<file path="config.mk">
export PLATFORM = sky130hd
export DESIGN_NAME = sram_arbiter
export DESIGN_NICKNAME = d
export VERILOG_FILES = /design/src/rtl/sram_arbiter.sv
export SDC_FILE = /design/constraint.sdc
export NUM_CORES = 1
export LEC_CHECK = 0
export ABC_AREA = 1
export BUFFER_PORTS_ARGS = -buffer_cell sky130_fd_sc_hd__buf_2
export CAP_MARGIN = 20
export CORE_ASPECT_RATIO = 0.9
export CORE_MARGIN = 4
export CORE_UTILIZATION = 49
export CTS_BUF_LIST = sky130_fd_sc_hd__clkbuf_16
export DETAILED_ROUTE_END_ITERATION = 6
export PLACE_DENSITY = 0.85
export RECOVER_POWER = 25
export SLEW_MARGIN = 0
export SYNTH_ARGS = -nofsm -noshare
export SYNTH_HDL_FRONTEND = slang
export SYNTH_SLANG_ARGS = --single-unit
export TNS_END_PERCENT = 20
</file>
<file path="constraint.sdc">
create_clock -name clock -period 2.3 [get_ports clock]
set_clock_uncertainty 0.15 [all_clocks]
set_input_delay 0.575 -clock clock [delete_from_list [all_inputs] [get_ports clock]]
set_output_delay 0.575 -clock clock [all_outputs]
set_load 0.02 [all_outputs]
</file>
<file path="src/rtl/sram_arbiter.sv">
// sram_arbiter: shares one external 16-bit SRAM (used byte-wide) between
// three requesters using a registered sequencer.
//   - video fetch port (reads), fixed highest priority
//   - ioctl loader port (writes)
//   - CPU port (reads and writes)
// The loader and the CPU share the SRAM by a round-robin pointer.
// Every SRAM-side output and every ack comes straight from a flop, so no
// combinational path runs from the requests to the pins.
//
// Ports:
//   clock, reset        system clock, synchronous active-high reset
//   vidRq/vidA          video request (level) and byte address
//   vidQ/vidAck         video read data and one-cycle completion pulse
//   ldRq/ldA/ldD        loader request (level), byte address, write data
//   ldAck               loader completion pulse
//   cpuRq/cpuWe/cpuA/cpuD  CPU request, direction (1=write), address, data
//   cpuQ/cpuAck         CPU read data and completion pulse
//   sramA               SRAM word address (byte address >> 1)
//   sramUb/sramLb       active-low byte-lane enables
//   sramOe/sramWe       active-low output/write strobes
//   sramDqO/sramDqOe    write data (byte on both lanes) and drive enable
//   sramDqI             data sampled from the SRAM bus
module sram_arbiter #(
  parameter int AW = 22
) (
  input  logic          clock,
  input  logic          reset,
  // video port
  input  logic          vidRq,
  input  logic [AW-1:0] vidA,
  output logic [7:0]    vidQ,
  output logic          vidAck,
  // loader port
  input  logic          ldRq,
  input  logic [AW-1:0] ldA,
  input  logic [7:0]    ldD,
  output logic          ldAck,
  // CPU port
  input  logic          cpuRq,
  input  logic          cpuWe,
  input  logic [AW-1:0] cpuA,
  input  logic [7:0]    cpuD,
  output logic [7:0]    cpuQ,
  output logic          cpuAck,
  // SRAM side
  output logic [AW-2:0] sramA,
  output logic          sramUb,
  output logic          sramLb,
  output logic          sramOe,
  output logic          sramWe,
  output logic [15:0]   sramDqO,
  output logic          sramDqOe,
  input  logic [15:0]   sramDqI
);

  typedef enum logic [2:0] {
    S_IDLE,
    S_RD0,
    S_RD1,
    S_WR0,
    S_WR1,
    S_WR2
  } state_t;

  typedef enum logic [1:0] {
    P_VID,
    P_LD,
    P_CPU
  } port_t;

  // Round-robin pointer: which of loader/CPU wins when both are pending.
  localparam logic RR_LD  = 1'b0;
  localparam logic RR_CPU = 1'b1;

  state_t        state_q, state_d;
  port_t         port_q, port_d;
  logic          rr_q, rr_d;
  logic          hi_q, hi_d;          // latched byte lane (address bit 0)
  logic [AW-2:0] addr_q, addr_d;
  logic          ub_q, ub_d;
  logic          lb_q, lb_d;
  logic          oe_q, oe_d;
  logic          we_q, we_d;
  logic [15:0]   dqo_q, dqo_d;
  logic          dqoe_q, dqoe_d;
  logic          vidAck_q, vidAck_d;
  logic          ldAck_q, ldAck_d;
  logic          cpuAck_q, cpuAck_d;
  logic [7:0]    vidQ_q, vidQ_d;
  logic [7:0]    cpuQ_q, cpuQ_d;

  // A port whose ack is high this cycle is masked, so a requester that
  // drops its level one cycle late is not served twice.
  logic vid_v, ld_v, cpu_v;
  logic gnt_vid, gnt_ld, gnt_cpu, gnt_any;
  logic [AW-1:0] g_addr;
  logic [7:0]    g_data;
  logic          g_wr;
  logic [7:0]    rd_byte;

  assign vid_v = vidRq & ~vidAck_q;
  assign ld_v  = ldRq  & ~ldAck_q;
  assign cpu_v = cpuRq & ~cpuAck_q;

  // Video wins outright; a lone loader/CPU request wins regardless of rr.
  assign gnt_vid = vid_v;
  assign gnt_ld  = ~vid_v & ld_v & (~cpu_v | (rr_q == RR_LD));
  assign gnt_cpu = ~vid_v & cpu_v & ~gnt_ld;
  assign gnt_any = gnt_vid | gnt_ld | gnt_cpu;

  always_comb begin
    g_addr = vidA;
    g_data = 8'h00;
    g_wr   = 1'b0;
    if (gnt_ld) begin
      g_addr = ldA;
      g_data = ldD;
      g_wr   = 1'b1;
    end else if (gnt_cpu) begin
      g_addr = cpuA;
      g_data = cpuD;
      g_wr   = cpuWe;
    end
  end

  assign rd_byte = hi_q ? sramDqI[15:8] : sramDqI[7:0];

  always_comb begin
    state_d  = state_q;
    port_d   = port_q;
    rr_d     = rr_q;
    hi_d     = hi_q;
    addr_d   = addr_q;
    ub_d     = ub_q;
    lb_d     = lb_q;
    oe_d     = 1'b1;
    we_d     = 1'b1;
    dqo_d    = dqo_q;
    dqoe_d   = dqoe_q;
    vidAck_d = 1'b0;
    ldAck_d  = 1'b0;
    cpuAck_d = 1'b0;
    vidQ_d   = vidQ_q;
    cpuQ_d   = cpuQ_q;

    unique case (state_q)
      S_IDLE: begin
        ub_d   = 1'b1;
        lb_d   = 1'b1;
        dqoe_d = 1'b0;
        if (gnt_any) begin
          if (gnt_vid)      port_d = P_VID;
          else if (gnt_ld)  port_d = P_LD;
          else              port_d = P_CPU;
          // The loader/CPU winner hands priority to the other one.
          if (gnt_ld)  rr_d = RR_CPU;
          if (gnt_cpu) rr_d = RR_LD;
          addr_d = g_addr[AW-1:1];
          hi_d   = g_addr[0];
          ub_d   = ~g_addr[0];
          lb_d   = g_addr[0];
          if (g_wr) begin
            dqo_d   = {g_data, g_data};
            dqoe_d  = 1'b1;
            state_d = S_WR0;
          end else begin
            oe_d    = 1'b0;
            state_d = S_RD0;
          end
        end
      end
      S_RD0: begin
        oe_d    = 1'b0;
        state_d = S_RD1;
      end
      S_RD1: begin
        ub_d    = 1'b1;
        lb_d    = 1'b1;
        state_d = S_IDLE;
        if (port_q == P_VID) begin
          vidQ_d   = rd_byte;
          vidAck_d = 1'b1;
        end else begin
          cpuQ_d   = rd_byte;
          cpuAck_d = 1'b1;
        end
      end
      S_WR0: begin
        // Data has had a full cycle on the bus before the write strobe falls.
        we_d    = 1'b0;
        state_d = S_WR1;
      end
      S_WR1: begin
        // Strobe rises while address and data are still held (WR2).
        state_d = S_WR2;
      end
      S_WR2: begin
        dqoe_d  = 1'b0;
        ub_d    = 1'b1;
        lb_d    = 1'b1;
        state_d = S_IDLE;
        if (port_q == P_LD) ldAck_d  = 1'b1;
        else                cpuAck_d = 1'b1;
      end
      default: begin
        state_d = S_IDLE;
      end
    endcase
  end

  always_ff @(posedge clock) begin
    if (reset) begin
      state_q  <= S_IDLE;
      port_q   <= P_VID;
      rr_q     <= RR_LD;
      hi_q     <= 1'b0;
      addr_q   <= '0;
      ub_q     <= 1'b1;
      lb_q     <= 1'b1;
      oe_q     <= 1'b1;
      we_q     <= 1'b1;
      dqo_q    <= 16'h0000;
      dqoe_q   <= 1'b0;
      vidAck_q <= 1'b0;
      ldAck_q  <= 1'b0;
      cpuAck_q <= 1'b0;
      vidQ_q   <= 8'h00;
      cpuQ_q   <= 8'h00;
    end else begin
      state_q  <= state_d;
      port_q   <= port_d;
      rr_q     <= rr_d;
      hi_q     <= hi_d;
      addr_q   <= addr_d;
      ub_q     <= ub_d;
      lb_q     <= lb_d;
      oe_q     <= oe_d;
      we_q     <= we_d;
      dqo_q    <= dqo_d;
      dqoe_q   <= dqoe_d;
      vidAck_q <= vidAck_d;
      ldAck_q  <= ldAck_d;
      cpuAck_q <= cpuAck_d;
      vidQ_q   <= vidQ_d;
      cpuQ_q   <= cpuQ_d;
    end
  end

  assign sramA    = addr_q;
  assign sramUb   = ub_q;
  assign sramLb   = lb_q;
  assign sramOe   = oe_q;
  assign sramWe   = we_q;
  assign sramDqO  = dqo_q;
  assign sramDqOe = dqoe_q;
  assign vidAck   = vidAck_q;
  assign ldAck    = ldAck_q;
  assign cpuAck   = cpuAck_q;
  assign vidQ     = vidQ_q;
  assign cpuQ     = cpuQ_q;

endmodule

</file>
After elaboration in Yosys (flattened, before gate mapping)
Index checks and enable logic that the tools add are counted. Widths: inputs -> output; s select.

Latch bits: 0. Memories: 0. Memory bits (read-only): 0. Register bits: 68. RAM bits: 0. Input port bits: 104. Output and inout port bits: 61. Word-level logic and storage cells: 86.

Multipliers: 0. Bitwise operators: 21. Multiplexer cells: 29. Divide/modulo/power cells: 0. Reductions and logical operators: 13. Magnitude comparators: 0. Eq/ne operators: 7. Add/subtract/negate cells: 0. Shift-type cells: 0.

Operators by type and width (number): $mux 22 (2); $mux 8 (3); $mux 1 (14); $pmux 3 s4 (1); $not 1->1 (11); $pmux 1 s2 (5); $and 1x1->1 (7); $eq 3x2->1 const B (2); $eq 3x3->1 const B (2); $mux 2 (3); $reduce_and 2->1 (3); $reduce_and 3->1 (2); $reduce_bool 2->1 (3); $reduce_or 2->1 (3); $eq 3x1->1 const B (1); $logic_not 3->1 (1); $mux 3 (1); $or 1x1->1 (3); $eq 2x1->1 const B (1); $logic_not 2->1 (1); $ne 2x2->1 const B (1).

Longest topological paths before layout
Gate-level depths: netlist of run 1.

Depth in word-level cells: 12. Mapped depth: 10. Depth with buffers taken out: 9.

Worst setup path after synthesis of run 1
Ideal clock, no wire load.

Kind: input -> register. Start point: in ldRq. End point: reg dqo_q[10], in the netlist sramDqO[10]. Setup slack: 0.681 ns. Required time: 2.037 ns. Path buffers: 2. Setup time: 0.113 ns. Data arrival time: 1.357 ns. Stages on the path: 9. Path through: inv_1 > nor2_4 > nand3_2 > buf_6 > buf_12 > nand3_1 > nand2_1 > nor2_1 > nor2_1.

Longest elaborated chain between the ends: 8. Elaborated cells between the ends (all ways): 12. Classes of those cells: 4 x mux; 7 x bitwise; 1 x reduce/logical.

Ends and longest elaborated chain: start: declaration (line 34) `input logic ldRq,`; $and 1x1->1 (*) (line 102) `assign ld_v = ldRq & ~ldAck_q;`; $and 1x1->1 (*) (2 in a row) (line 107) `assign gnt_ld = ~vid_v & ld_v & (~cpu_v | (rr_q == RR_LD));`; $not 1->1 (line 108) `assign gnt_cpu = ~vid_v & cpu_v & ~gnt_ld;`; $and 1x1->1 (line 108); $mux 1 (line 119) `end else if (gnt_cpu) begin`; $mux 1 (line 115) `if (gnt_ld) begin`; $reduce_and 3->1 (no line); end signal: assignment (line 239) `dqo_q <= dqo_d;`; end: declaration (line 84) `logic [15:0] dqo_q, dqo_d;`.

Every way passes the cells marked *; elsewhere a longest branch is shown, timed or not. A chain may end at the register's enable or synchronous reset.

Final worst setup path of run 1
Start point: reg vidAck_q, in the netlist vidAck. End point: reg addr_q[9], in the netlist sramA[9].

Longest elaborated chain between the ends: 9. Elaborated cells between the ends (all ways): 13. Classes of those cells: 2 x mux; 10 x bitwise; 1 x reduce/logical.

Ends and longest elaborated chain: start: declaration (line 86) `logic vidAck_q, vidAck_d;`; start signal: assignment (line 241) `vidAck_q <= vidAck_d;`; $not 1->1 (*) (line 101) `assign vid_v = vidRq & ~vidAck_q;`; $and 1x1->1 (*) (line 101); $not 1->1 (line 107, 108); $and 1x1->1 (2 in a row) (line 107); $not 1->1 (line 108); $and 1x1->1 (line 108); $mux 22 or $or 1x1->1 (tied branches) (line 119, 109); $mux 22 or $reduce_and 2->1 (tied branches); end signal: assignment (line 234) `addr_q <= addr_d;`; end: declaration (line 79) `logic [AW-2:0] addr_q, addr_d;`.

Marks and branches as above.

==> results of run 1 <==
logic make-up (layout without fill, tap and decap cells):
| logic type | Yosys count | in the layout | synth area share |
|---|---|---|---|
| AOI/OAI and AO/OA | 72 | 72 | 0.117 |
| buffers and inverters | 89 | 246 | 0.145 |
| DFF | 60 | 60 | 0.372 |
| and+or+nand+nor | 270 | 270 | 0.366 |
layer usage:
metal	track usage	vias up
met3	0.0452	23
li1	-	1839
met1	0.299	1662
met4	0.101	0
met2	0.406	183
met5	0	-
worst reg2reg max path: cells and delay by family (launching register included):
kind / cells / cell delay (ns)
AO/OA/AOI/OAI: 1 / 0.22
buffers and inverters: 2 / 0.20
flip-flops: 1 / 0.35
AND/OR/NAND/NOR: 4 / 0.92
stage by stage:
stage / cell area, um^2 / power, W / std cells / hold WS (ns) / utilization
final: 4210 / 0.00373 / 735 / 0.297 / 0.674
after global routing: 4210 / 0.00395 / 735 / 0.313 / 0.674
after CTS: 4250 / 0.00376 / 735 / 0.292 / 0.680
after detailed placement: 3970 / 0.00248 / 719 / 0.283 / 0.634
after global placement: 3970 / 0.00246 / 719 / 0.277 / 0.634
after floorplan: 3230 / 0.00217 / 491 / 0.265 / -
worst max path at each step:
stage	start	endpoint	slack (ns)
2_1_floorplan	ldRq	sramDqO[10]	0.68
3_3_place_gp	vidRq	sramA[5]	0.34
3_5_place_dp	vidRq	sramA[9]	0.24
4_1_cts	vidAck	sramA[9]	0.50
5_1_grt	vidAck	sramA[17]	0.22
6_report	vidAck	sramA[9]	0.34
cells in the final DEF (no fill, tap or decap):
cell type,instances
nand4_1,8
o21ai_0,17
nand3b_1,1
dfxtp_1,60
nor2_8,1
nor2_1,56
nor2_2,1
or2_0,1
buf_4,6
nand2_1,152
nand3_2,2
bufinv_16,1
clkinv_2,3
nand3_1,36
clkbuf_16,9
o211ai_1,1
o21ai_1,9
clkinv_1,1
nand3_4,1
buf_2,142
nor3_1,2
nand2_4,2
inv_4,1
inv_2,3
clkinvlp_4,1
clkbuf_1,23
nor4_1,1
a21oi_1,43
o21ai_4,1
inv_1,56
nor2_4,2
nand2_2,4
o21ai_2,1
sequential cells by signal (all words and copies together) (netlist names):
signal    flops
port_q        2
sramDqO       8
sramWe        1
sramDqOe      1
ldAck         1
cpuAck        1
sramUb        1
vidAck        1
vidQ          8
sramLb        1
sramA        21
sramOe        1
rr_q          1
state_q       3
cpuQ          8
hi_q          1
cell type report:
class                      count  area [um^2]  area share
clock buffer                   9          225      0.0534
timing repair buffer         171          842       0.200
multi-input combinational    342         1550       0.368
tap                           87          109      0.0258
inverter                      59          224      0.0531
sequential                    60         1200       0.285
clock inverter                 7         60.1      0.0143
power by group through the flow:
| stage | sequential (W) | clock, W | combinational, W |
|---|---|---|---|
| finish | 0.00131 | 0.00127 | 0.00115 |
| floorplan | 0.00148 | 0 | 0.000693 |
| global placement | 0.00132 | 0 | 0.00113 |
| global route | 0.00133 | 0.00134 | 0.00127 |
| detailed placement | 0.00133 | 0 | 0.00116 |
| CTS | 0.00131 | 0.00129 | 0.00117 |
==> impl_metrics.ini, run 1 <==
[pwr]
internal_power_w = 0.00240
power_density_mw_per_mm2 = 886
seqPwrFrac = 0.351
swShare = 0.357
ir_worst_vdd_mv = 0.402
pwr-share-clk = 0.342
p_sw_w = 0.00133
combPwrFrac = 0.307
p_leak_nw = 2.29

[worst_setup_path]
crit_cells = 7
slowest_stage = nand2_1
r2r-start = vidAck
critPathArrivalTime_ns = 2.02
path_buf_inv = 2
critPathKind = flip-flop to flip-flop
r2r_cells = 7
worstPathMaxFanout = 30
rrSetupSlack_ns = 0.34
max_stage_delay_ns = 0.38
cp-start-kind = flip-flop
end_kind = flip-flop
r2r-end = sramA[9]
cpLargestDelayFamily = simple AND/OR/NAND/NOR gates
required_ns = 2.36
path_cells = inv_1, nand2_1, nand3_2, nand2_4, inv_4, o21ai_0, nor2_1

[sta]
timing.final.crit_share = 0.851
relSlewSlack = 0.489
drv_slew = 0
period_needed_ns = 1.96
tightest_slew_ns = 0.767
fmax_ghz = 0.511
grt_setup_unrepaired = no
setup_violations = 0
tns_ns = 0
fin_ws_ns = 0.342
final_hold_viol_count = 0

[drt]
drc_errors = 0
antenna_left = 0
detail_route.wl_per_cell_um = 13.3
drt_iter0_drc = 268
dr.pass1.iters = 5
wl_met3_um = 863
vias = 3707
wl_met2_um = 4700
wl_um = 9800
met1_length_um = 3970
routed_via_density = 5.04
maxUsedRoutingLayer = met4

[global_routing]
track_usage = 0.240
grt_start_max_net_pins = 31
grt_remaining_overflow = 0
grt_pass1_vias = 3370
grt_pass1_wl_um = 15300
antenna_found_initial = 0

[floorplan]
die_height_um = 85.0
die-width_um = 93.5
core_area_mm2 = 0.00625
initial_utilization = 0.516
pin_count = 165
die_area_mm2 = 0.00795
rows = 27

[synthesis]
ys.flop_type = dfxtp_1
synth-edff-count = 0
synthMostInstantiatedCell = nand2_1
syn_area_mm2 = 0.00323
ys_seq_area_frac = 0.372
synth_common_cells = nand2_1 (150), dfxtp_1 (60), nor2_1 (56), inv_1 (53), a21oi_1 (43)
syn_inst = 491
avgSynthCellArea_um2 = 6.57
ys_warn_count = 0
synthTopCellsByArea = dfxtp_1 (37%), nand2_1 (17%), a21oi_1 (6.7%), nor2_1 (6.5%), inv_1 (6.2%)
synth_top_cell_area_share = 0.372
ys_types = 32
synth_area_leader_cell = dfxtp_1
synthArstFlopShare = 0
synth_seq_cells = 60
synth_nets = 595

[cells_and_area]
diodes = 0
drive_above_1_share = 0.279
syn_to_final_growth_pct = 30.6
fill_cells = 548
nets = 747

[min_path]
min_to = cpuQ[5]
min_path_type = flip-flop to flip-flop
min_from = cpuQ[5]
hold_depth = 2

[placed_design]
place_congestion = 0.871
dpl.hpwl_um = 7440
port_buffers = 164
place_ws_ns = 0.242

[clock_tree]
post_cts_buffers = 0
insertion_delay_ns = 0.32
clk_path_buf_depth = 2
clockRootBuffer = clkbuf_16
cts_tree = done
cts.reportedPaths.clkPinSlew_ns = 0.05
postCtsHoldBufs = 0
cts-resized-gates = 0
cts_buffers = 9
clock_sinks = 60
htreeDepth = 3

[flow_run]
maxCapViolations = 0

[outcome]
outcome = complete, no violations
(Power assumes the default switching activity.)
==> inputs of run 2 (changes only) <==
--- a/config.mk
+++ b/config.mk
@@ -10,10 +10,9 @@
 export CAP_MARGIN = 20
 export CORE_ASPECT_RATIO = 0.9
 export CORE_MARGIN = 4
-export CORE_UTILIZATION = 49
-export CTS_BUF_LIST = sky130_fd_sc_hd__clkbuf_16
+export CORE_UTILIZATION = 40
 export DETAILED_ROUTE_END_ITERATION = 6
-export PLACE_DENSITY = 0.85
+export PLACE_DENSITY = 0.72
 export RECOVER_POWER = 25
 export SLEW_MARGIN = 0
 export SYNTH_ARGS = -nofsm -noshare
==> run 2 against run 1 <==
Effect of this change:
- sequential power is essentially flat
- clock-buffer cell count grew 3
- global-route usage down 3.2 points
- sequential share of layout area increased by 0.40 points
- total power is 8.2% lower
- final area is 1.4% lower
- combinational power about the same
- clock power fell by 23%
- largest power group unchanged
- flip-flop and latch count stayed put
- core utilization down 13 points
==> impl_metrics.ini, run 2 (synthesis results as in run 1) <==
[outcome]
outcome = complete, no violations

[clock_tree]
clockRootBuffer = clkbuf_8
htreeDepth = 3
post_cts_buffers = 0
cts-resized-gates = 0
insertion_delay_ns = 0.34
cts_buffers = 9
clock_sinks = 60
cts.reportedPaths.clkPinSlew_ns = 0.07
clk_path_buf_depth = 2
postCtsHoldBufs = 0
cts_tree = done

[placed_design]
place_congestion = 0.977
placedCellCount = 730
dpl.hpwl_um = 7640
port_buffers = 164
place_ws_ns = 0.277

[worst_setup_path]
worstPathMaxFanout = 16
cp-start-kind = flip-flop
crit_end = sramDqO[14]
r2r-end = sramDqO[14]
critPathKind = flip-flop to flip-flop
critPathArrivalTime_ns = 1.94
end_kind = flip-flop
rrSetupSlack_ns = 0.48
r2r-start = cpuAck
critPathLaunch = cpuAck
required_ns = 2.42
r2r_cells = 9

[global_routing]
grt_pass1_wl_um = 15700
track_usage = 0.208
grt_start_max_net_pins = 33
grt_pass1_vias = 3363
antenna_found_initial = 0
grt_remaining_overflow = 0

[drt]
dr.pass1.iters = 4
drc_errors = 0
vias = 3613
routed_via_density = 4.84
detail_route.wl_per_cell_um = 13.3
wl_um = 9930
met1_length_um = 4310
wl_met2_um = 4670
drt_iter0_drc = 139
wl_met3_um = 804
antenna_left = 0
maxUsedRoutingLayer = met4

[cells_and_area]
drive_above_1_share = 0.285
diodes = 0
final-seq-area_mm2 = 0.00120
final_cell_mix = nand2_1 (151), buf_2 (141), dfxtp_1 (60)
largest_reg_flops = 21
nets = 749
fill_cells = 815
multi_input_comb_area_mm2 = 0.00155
syn_to_final_growth_pct = 28.8
final_core_util = 0.540
layout_commonest_cell = nand2_1
final_cells = 746

[min_path]
min_from = cpuQ[2]
min_path_type = flip-flop to flip-flop

[sta]
setup_violations = 0
timing.final.crit_share = 0.792
fmax_ghz = 0.549
relSlewSlack = 0.569
period_needed_ns = 1.82
tns_ns = 0
drv_slew = 0
grt_setup_unrepaired = no
final_hold_viol_count = 0
tightest_slew_ns = 0.646
fin_ws_ns = 0.478

[floorplan]
die-width_um = 103
core_area_mm2 = 0.00769
die_height_um = 93.2
initial_utilization = 0.419
pin_count = 165
rows = 30
die_area_mm2 = 0.00957

[pwr]
power_density_mw_per_mm2 = 824
ir_worst_vdd_mv = 0.360
p_leak_nw = 2.26

[flow_run]
maxCapViolations = 0
-- run 2: area by class of cell --
cell class	count	area share
Clock buffer	12	0.0373
Clock inverter	4	0.0114
Inverter	59	0.0539
Multi-Input combinational cell	342	0.372
Sequential cell	60	0.289
Tap cell	96	0.0289
Timing Repair Buffer	173	0.207
-- run 2: worst min path at each step --
stage                    to  slack, ns  depth (start not counted)
floorplan            sramWe       0.27                          1
global placement    cpuQ[7]       0.28                          2
detailed placement  cpuQ[2]       0.29                          2
CTS                 cpuQ[2]       0.30                          2
global route         sramWe       0.32                          3
finish              cpuQ[2]       0.30                          2
-- run 2: worst max-delay path: stages (launching register included) --
cell     delay [ns]
dfxtp_1        0.40
inv_1          0.11
nand3_4        0.11
nand3_2        0.29
inv_1          0.21
buf_4          0.21
nand2_1        0.06
nand2_1        0.06
nor2_1         0.04
nor2_1         0.11
-- run 2: power by group --
part           switching [W]  leakage [nW]  internal [W]
sequential          0.000110         0.493       0.00120
clock               0.000418         0.102      0.000556
combinational       0.000765          1.66      0.000378
total                0.00129          2.26       0.00213
-- run 2: layer usage --
layer	track usage	vias up
met5	0	-
met4	0.0568	0
met3	0.0746	12
met2	0.337	121
met1	0.259	1639
li1	-	1841
-- run 2: stage by stage --
stage                     hold WS (ns)  power, W  cell area, um^2
after floorplan                  0.265   0.00217             3230
after global placement           0.280   0.00248             3990
after global routing             0.323   0.00365             4160
after CTS                        0.299   0.00347             4190
final                            0.301   0.00343             4160
after detailed placement         0.288   0.00249             3990
==> inputs of run 3 (changes only) <==
==> constraint.sdc (replaced) <==
create_clock -name clock -period 1.88 [get_ports clock]
set_clock_uncertainty 0.15 [all_clocks]
set_input_delay 0.47 -clock clock [delete_from_list [all_inputs] [get_ports clock]]
set_output_delay 0.47 -clock clock [all_outputs]
set_load 0.02 [all_outputs]
==> run 3 against run 2 <==
Effect of this change:
- combinational power increased by 29%
- non-clock buffer count is 6 higher
- flip-flop and latch count stayed put
- die area unchanged
- fmax is 10% higher
- critical path depth is 2 lower
- sequential power rose by 21%
- largest cell class unchanged
- highest routed layer unchanged
==> impl_metrics.ini, run 3 (synthesis results as in run 1) <==
[outcome]
outcome = complete, no violations

[floorplan]
pin_count = 165
core_area_mm2 = 0.00769
rows = 30
initial_utilization = 0.419
die-width_um = 103
die_area_mm2 = 0.00957
die_height_um = 93.2

[global_routing]
grt_start_max_net_pins = 32
track_usage = 0.203
grt_pass1_vias = 3394
antenna_found_initial = 0
grt_remaining_overflow = 0
grt_pass1_wl_um = 15400

[drt]
drt_iter0_drc = 167
vias = 3654
antenna_left = 0
dr.pass1.iters = 5
wl_um = 9860
detail_route.wl_per_cell_um = 13.1
drc_errors = 0
routed_via_density = 4.86

[clock_tree]
clock_sinks = 60
cts.reportedPaths.clkPinSlew_ns = 0.07
postCtsHoldBufs = 0
post_cts_buffers = 0
cts_buffers = 9
insertion_delay_ns = 0.34
cts-resized-gates = 0
clk_path_buf_depth = 2
htreeDepth = 3
cts_tree = done
clockRootBuffer = clkbuf_8

[cells_and_area]
diodes = 0
largest_reg_flops = 21
nets = 755
final_cell_mix = nand2_1 (151), buf_2 (143), dfxtp_1 (60)
layout_commonest_cell = nand2_1
drive_above_1_share = 0.293
syn_to_final_growth_pct = 30.9
final_core_util = 0.549

[pwr]
ir_worst_vdd_mv = 0.425
p_leak_nw = 2.29
power_density_mw_per_mm2 = 995

[min_path]
min_path_type = input pin to flip-flop
min_from = ldA[17]

[worst_setup_path]
r2r-start = state_q[1]
worstPathMaxFanout = 17
path_cells = inv_2, nor2_2, nand2_2, inv_1, o21ai_4, o21ai_0, a21oi_1
required_ns = 1.95
end_kind = flip-flop
cp-start-kind = flip-flop
critPathLaunch = state_q[1]
path_buf_inv = 2
max_stage_delay_ns = 0.37
critPathArrivalTime_ns = 1.72
cpLargestDelayFamily = compound AO/OA/AOI/OAI gates
slowest_stage = dfxtp_1
critPathKind = flip-flop to flip-flop

[sta]
tns_ns = 0
grt_setup_unrepaired = no
final_hold_viol_count = 0
drv_slew = 0
relSlewSlack = 0.717
setup_violations = 0
tightest_slew_ns = 0.423
period_needed_ns = 1.65
fmax_ghz = 0.605
timing.final.crit_share = 0.879

[placed_design]
port_buffers = 164
place_congestion = 0.866
dpl.hpwl_um = 7590

[flow_run]
maxCapViolations = 0
run 3: per-stage QoR:
step / cells / setup WS, ns / total power (W) / hold WS [ns] / cell area, um^2
6_report: 752 / 0.227 / 0.00420 / 0.249 / 4230
3_3_place_gp: 736 / 0.155 / 0.00308 / 0.277 / 4060
3_5_place_dp: 736 / 0.0930 / 0.00310 / 0.278 / 4060
2_1_floorplan: 491 / 0.328 / 0.00266 / 0.265 / 3230
4_1_cts: 752 / 0.233 / 0.00426 / 0.232 / 4250
5_1_grt: 752 / 0.0568 / 0.00449 / 0.261 / 4230
run 3: power breakdown:
| group | internal (W) | total [W] | leakage (nW) | switching, W |
|---|---|---|---|---|
| logic | 0.000506 | 0.00147 | 1.71 | 0.000961 |
| registers | 0.00147 | 0.00159 | 0.493 | 0.000125 |
| clock network | 0.000609 | 0.00114 | 0.0845 | 0.000536 |
| total | 0.00258 | 0.00420 | 2.29 | 0.00162 |
run 3: path summary, 6_finish.rpt:
check / end / slack, ns / cells past startpoint
setup / recovery: cpuQ[0] / 0.23 / 7
hold reg to reg: cpuQ[7] / 0.30 / 2
setup reg to reg: cpuQ[0] / 0.23 / 7
hold / removal: sramA[16] / 0.25 / 3
run 3: per-layer routing:
layer / part of all wire / wire, um / track usage
met3: 0.093 / 920 / 0.0470
met2: 0.48 / 4700 / 0.333
met4: 0.027 / 262 / 0.0962
met1: 0.40 / 3980 / 0.249
met5: 0 / 0 / 0
run 3: cell type report:
type | count | area (um^2)
clock buffers | 10 | 128
multi-input cells | 342 | 1560
well taps | 96 | 120
inverters | 59 | 224
clock inverters | 6 | 65.1
flip-flops and latches | 60 | 1200
repair buffers | 179 | 932
fillers | 773 | 3470
run 3: worst reg2reg max path: stages, from the launching register on:
cell and delay (ns):
dfxtp_1 0.37, inv_2 0.08, nor2_2 0.12, nand2_2 0.07, inv_1 0.25, o21ai_4 0.20
o21ai_0 0.22, a21oi_1 0.07
